## config.mk

```make
export PLATFORM = sky130hd
export DESIGN_NAME = mux_rr_arbiter_16
export DESIGN_NICKNAME = d
export VERILOG_FILES = /design/src/rtl/mux_rr_arbiter_16.sv
export SDC_FILE = /design/constraint.sdc
export NUM_CORES = 1
export LEC_CHECK = 0
export BUFFER_PORTS_ARGS = -buffer_cell sky130_fd_sc_hd__clkbuf_2
export CAP_MARGIN = 15
export CORE_MARGIN = 8
export CORE_UTILIZATION = 58
export CTS_CLUSTER_SIZE = 8
export DETAILED_ROUTE_END_ITERATION = 10
export GPL_TIMING_DRIVEN = 0
export PLACE_DENSITY = 0.84
export SKIP_LAST_GASP = 1
export SLEW_MARGIN = 20
export SYNTH_ARGS = -nofsm -noshare
export SYNTH_HDL_FRONTEND = slang
export SYNTH_SLANG_ARGS = --single-unit
export TNS_END_PERCENT = 1
```

## constraint.sdc

```tcl
create_clock -name clk -period 10.3 [get_ports clk]
set_input_delay 0 -clock clk [delete_from_list [all_inputs] [get_ports clk]]
set_output_delay 0 -clock clk [all_outputs]
set_load 0.005 [all_outputs]
```

## src/rtl/mux_rr_arbiter_16.sv

```systemverilog
// 16-way round-robin arbiter feeding a registered valid/ready output slot.
// One winner per transfer, with an idle bubble after each handshake.
module mux_rr_arbiter_16 #(
    parameter int WIDTH = 4
) (
    input  logic                  clk,
    input  logic                  rst_n,
    input  logic [15:0]           req_i,
    input  logic [16*WIDTH-1:0]   data_i,
    input  logic                  ready_i,
    output logic [WIDTH-1:0]      data_o,
    output logic                  valid_o,
    output logic [3:0]            sel_o,
    output logic [15:0]           grant_o,
    output logic [15:0]           ack_o
);

    typedef enum logic {
        IDLE = 1'b0,
        SEND = 1'b1
    } state_e;

    state_e             state_q, state_d;
    logic [3:0]         ptr_q, ptr_d;
    logic [3:0]         sel_q, sel_d;
    logic [WIDTH-1:0]   data_q, data_d;
    logic [15:0]        grant_q, grant_d;
    logic               pick_found_s;
    logic [3:0]         pick_idx_s;

    // Returns {found, index} of the first set request at or after ptr, wrapping mod 16.
    function automatic logic [4:0] rr_pick(input logic [15:0] req, input logic [3:0] ptr);
        logic [4:0] res;
        logic [3:0] idx;
        res = 5'd0;
        for (int i = 15; i >= 0; i--) begin
            idx = ptr + 4'(i);
            if (req[idx]) begin
                res = {1'b1, idx};
            end else begin
                res = res;
            end
        end
        return res;
    endfunction

    // Winner search from the current priority pointer.
    always_comb begin
        {pick_found_s, pick_idx_s} = rr_pick(req_i, ptr_q);
    end

    // Next-state logic: latch a winner in IDLE, hold in SEND until the handshake.
    always_comb begin
        state_d = state_q;
        ptr_d   = ptr_q;
        sel_d   = sel_q;
        data_d  = data_q;
        grant_d = grant_q;
        case (state_q)
            IDLE: begin
                if (pick_found_s) begin
                    state_d = SEND;
                    sel_d   = pick_idx_s;
                    data_d  = data_i[pick_idx_s*WIDTH +: WIDTH];
                    grant_d = 16'd1 << pick_idx_s;
                end else begin
                    state_d = IDLE;
                end
            end
            SEND: begin
                if (ready_i) begin
                    state_d = IDLE;
                    ptr_d   = sel_q + 4'd1;
                    grant_d = 16'd0;
                end else begin
                    state_d = SEND;
                end
            end
            default: begin
                state_d = IDLE;
                grant_d = 16'd0;
            end
        endcase
    end

    // State and output registers.
    always_ff @(posedge clk or negedge rst_n) begin
        if (!rst_n) begin
            state_q <= IDLE;
            ptr_q   <= 4'd0;
            sel_q   <= 4'd0;
            data_q  <= '0;
            grant_q <= 16'd0;
        end else begin
            state_q <= state_d;
            ptr_q   <= ptr_d;
            sel_q   <= sel_d;
            data_q  <= data_d;
            grant_q <= grant_d;
        end
    end

    // The ack pulse must coincide with the handshake cycle, so it is decoded
    // from registered state and the live ready_i rather than registered itself.
    always_comb begin
        if ((state_q == SEND) && ready_i) begin
            ack_o = grant_q;
        end else begin
            ack_o = 16'd0;
        end
    end

    assign valid_o = (state_q == SEND);
    assign sel_o   = sel_q;
    assign data_o  = data_q;
    assign grant_o = grant_q;

endmodule

```

# Word-level counts from Yosys, hierarchy flattened
# Index checks and enable logic that the tools add are counted.
[op_classes] add_sub_neg=16 magnitude_cmp=16 n_eq_ne=2 shift=2 muxes=55 n_bitwise=1 n_reduce_logical=4
[ops] operator="$lt A4 B5 Y1 const B" count=16
[ops] operator="$mux W5" count=16
[ops] operator="$bmux W1 S4" count=16
[ops] operator="$shiftx A64 B7 Y4" count=1
[ops] operator="$mux W16" count=3
[ops] operator="$add A4 B4 Y4 const B" count=8
[ops] operator="$pmux W16 S2" count=1
[ops] operator="$mux W1" count=18
[ops] operator="$add A4 B3 Y4 const B" count=4
[ops] operator="$shl A1 B4 Y16 const A" count=1
[ops] operator="$add A4 B1 Y4 const B" count=2
[ops] operator="$add A4 B2 Y4 const B" count=2
[ops] operator="$reduce_and A2 Y1" count=3
[ops] operator="$ne A2 B2 Y1 const B" count=2
[ops] operator="$pmux W1 S2" count=1
[ops] operator="$logic_and A1 B1 Y1" count=1
[ops] operator="$not A1 Y1" count=1
[totals] regBits=29 in_bits=83 elab_cells=101

# Longest topological paths before layout
[logic_depth] ltp_word=22 depth_mapped=19 mapped_depth_nobuf=13

# Worst setup path before layout
# OpenSTA, ideal clock, no wires.
[synth_timing] path_kind="flip-flop to flip-flop" start="register ptr_q[1]" end="register data_q[0], in the netlist data_o[0]" setup_time_ns=0.127 arrival_ns=4.631 slack_ns=5.542 stages_incl_launch_ff=19 n_path_buf=6 cell_sequence="dfrtp_1 > buf_4 > buf_2 > buf_1 > inv_1 > ha_1 > clkbuf_1 > clkbuf_1 > mux4_2 > mux4_2 > or2_1 > o311ai_1 > a2111oi_2 > nor2_4 > buf_4 > mux2i_1 > o22ai_1 > a21oi_1 > o31ai_1"
[synth_via] elab_chain_len=20 elab_cells_between_ends=65
[synth_lines] item="start: declaration" line="24" text="logic [3:0] ptr_q, ptr_d;"
[synth_lines] item="start signal: assignment" line="96" text="ptr_q <= ptr_d;"
[synth_lines] item="$add A4 B4 Y4" line="37" text="idx = ptr + 4'(i);"
[synth_lines] item="$bmux W1 S4" line="38" text="if (req[idx]) begin"
[synth_lines] item="$mux W1 (implied by the code)" line="38"
[synth_lines] item="$mux W5 (15 in series)" line="38"
[synth_lines] item="$mux W5 *" line="38"
[synth_lines] item="$shiftx A64 B7 Y4 / $reduce_and A2 Y1 (equally long branches)"
[synth_lines] item="end signal: assignment" line="98" text="data_q <= data_d;"
[synth_lines] item="end: declaration" line="26" text="logic [WIDTH-1:0] data_q, data_d;"
# Mark *: on every way between the ends. The rest lies on a longest branch, timed or not. The select of a mux whose other input is x is not followed.
# A chain may end at the register's enable or synchronous reset.

# Final worst setup path
[layout_timing] start="register ptr_q[1]" end="register data_q[2], in the netlist data_o[2]"
# The elaborated chain is that of the path after synthesis.

==> summary.md <==
| Metric | Value |
|---|---|
| CTS root buf | clkbuf_8 |
| Synth Register Bits | 29 |
| Drt pass-1 iters | 6 |
| Crit path capture type | register |
| Type of the tightest min-delay check | input port to register |
| Worst-skew pair later-pin latency | ~0.28 ns |
| Commonest cells post-synth | 55 x mux2i_1, 54 x nand2_1, 29 x dfrtp_1, 29 x o21ai_0, 27 x mux4_2 |
| Area delta synth->final | 20.27% |
| Place WS | between 3 and 4 ns |
| Number of global-route vias before repair | 4507 |
| Cell variety after synth | 77 |
| Final setup viols | 0 |
| Status | finished, final reports clean |
| Max-cap viol count | 0 |
| Count leader, synth | mux2i_1 |
| Die Area | 10370 sq um |
| I/O pins | 124 |
| Die height | 101.8 um |
| GR Overflow Total | 0 |
| Syn Std Cell Area | 4272 sq um |
| DRC | 0 |
| CTS Buffer Depth | 2 |
| Reg2reg path depth | 18 |
| WP data arrival | 6.84 ns |
| Top cell type's share of synthesized area | 16.99% |
| Hold_buf cts | 1 |
| Synth warn | 0 |
| Gr usage total | 27.86% |
| TritonCTS clock tree | yes |
| Nets | 695 |
| Commonest register cell after synthesis | dfrtp_1 |
| Synth top area cells | dfrtp_1 17%, mux4_2 14%, mux2i_1 13%, nand2_1 4.7%, mux2_2 4.5% |
| H-tree Lvls | 2 |
| Syn Area/Cell | around 9 sq um |
| Global-route wire length before repair | 22820 um |
| Starting density of the core | 59.53% |
| R2r setup slk | about 3.6 ns |
| Final Max Slew Viols | 0 |
| # clock sinks | 29 |
| GPL Wtd Cong | 1.027 |
| Via/cell ratio | 6.705 |
| Syn Inst Count | 473 |
| Worst-path cell chain | buf_4, buf_2, buf_1, inv_1, ha_1, clkbuf_1, clkbuf_1, mux4_2, mux2i_1, mux2i_1, nor3_1, o2111ai_1, a31o_1, o21ai_0, nand2_1, o22ai_1, a21oi_1, o31ai_1 |
| Largest net degree at the start of global routing | 30 |
| Sum Neg Setup Slack | 0 ns |
| Clk pin slew, worst setup/hold paths | approximately 0.06 ns |
| WHS Endpoint | data_o[1] |
| Worst slew margin | approximately two fifths |
| Clock Skew | 0.008098 ns |
| Hold Path Stages | 3 |
| Startpoint Class | register |
| Syn Nets | ~560 |
| Cell taking the most area after synthesis | dfrtp_1 |
| Remaining antenna violation count | 0 |
| Post-DP HPWL | 12090 um |
| Slowest-stage cell, CP | o21ai_0 |
| Count of final hold-check violations | 0 |
| Routed wire per std cell | 21.23 um |
| Min-delay src | data_i[9] |
| Share of cells above drive strength 1 | approximately 36% |
| Tmin final | 6.695 ns |
| Num CTS Buffers | 5 |
| Async SR Flop Fraction | 100.0% |
| RSZ-0062 raised after global routing | false |
| Initial antenna violation count | 0 |
| PnR worst setup slack | around 3.6 ns |
| Tcrit/Tclk final | 65.00% |
| Worst R2R End | data_o[2] |
| Worst-path fanout max | 10 |
| EDFF count, synth | 0 |
| Routed WL | 14950 um |
| R2R Path Start | ptr_q[1] |
| Worst-Margin Slew | a little under 0.9 ns |
| Iter 0 DRT Violations | 445 |
| Chip width | between 100 and 150 um |
| Setup bufs post-CTS | 0 |
| Crit-path max cell delay | 0.71 ns |
| Core area | 7176 sq um |
| Maximum clock rate | 149.4 MHz |
| Post-CTS Resized | 0 |
| Number of I/O port buffers | 123 |
| Post-synthesis sequential area ratio | 16.99% |
| Diode count | 0 |
| Core Rows | 31 |
| WS Path Type | register to register |
| Worst EP required | between 10 and 15 ns |
| Via count | around 4700 |
flip-flops by register name (all words and copies together) (netlist names):
name,flops
data_o,4
grant_o,16
valid_o,1
ptr_q,4
sel_o,4
through the flow:
stage                     hold slack [ns]  util [%]  instances  area, sq um
after detailed placement          0.07940     69.83        695         5011
after floorplan                   -0.2956         -        473         4272
final                              0.1249     71.60        704         5137
after global placement            0.06849     69.83        695         5011
after CTS                          0.1232     71.60        704         5137
after global routing               0.1309     71.60        704         5137
worst max-delay path by stage:
stage	from	endpoint	slack (ns)	cells after the start
finish	ptr_q[1]	data_o[2]	3.60	18
global route	ptr_q[1]	data_o[1]	3.36	18
CTS	ptr_q[1]	data_o[2]	3.95	18
detailed placement	ptr_q[1]	data_o[2]	3.98	18
global placement	ptr_q[1]	data_o[2]	4.03	18
floorplan	ptr_q[1]	data_o[0]	5.54	18
metal layers:
| layer | up-vias | share of wire [%] | global-route usage (%) |
|---|---|---|---|
| met4 | 0 | 2.9 | 9.029 |
| met5 | - | 0 | 0 |
| li1 | 2116 | - | - |
| met3 | 38 | 9.9 | 4.360 |
| met2 | 304 | 47 | 43.66 |
| met1 | 2262 | 40 | 38.40 |
cells by family after synthesis:
logic type      Yosys count  share of synthesized area [%]
fa+ha+maj                 8                          2.343
buf+inv                  40                          4.803
mux                     101                          32.19
compound gates          136                          23.05
flops                    29                          16.99
xor+xnor                 13                          3.369
simple gates            146                          17.25
layout by cell type, fill, tap and decap left out, drive strengths merged, types with 4 or more instances in the layout:
| cell type | instances |
|---|---|
| a21o | 4 |
| o21ai | 32 |
| xnor2 | 9 |
| mux2 | 18 |
| a21oi | 22 |
| o31a | 4 |
| o221ai | 5 |
| nand3 | 10 |
| ha | 8 |
| a32o | 4 |
| inv | 11 |
| a211oi | 12 |
| o31ai | 5 |
| nand2b | 5 |
| nor3 | 9 |
| mux4 | 27 |
| nand2 | 55 |
| and3 | 21 |
| buf | 17 |
| dfrtp | 29 |
| o22ai | 8 |
| mux2i | 56 |
| clkbuf | 139 |
| nor2 | 24 |
| or2 | 5 |
| o21a | 6 |
| xor2 | 4 |
worst max-delay path, delay by kind of cell (launching register included):
family | cells | cell delay (ns)
DFF | 1 | 0.40
muxes | 3 | 1.04
and+or+nand+nor | 2 | 0.80
adders and majority gates | 1 | 0.39
buffers and inverters | 6 | 2.31
AOI/OAI and AO/OA | 6 | 1.59
final cells by class:
type	instances	area, sq um
Timing Repair Buffer	124	625.6
Buffer	26	152.6
Multi-Input combinational cell	404	3341
Clock inverter	1	30.03
Inverter	14	52.55
Sequential cell	29	725.7
Tap cell	99	123.9
Fill cell	552	2038
Clock buffer	7	86.33
Power is left out: the tool's default activity adds up to more than one toggle a clock period on the data nets, which glitch-free logic cannot reach.
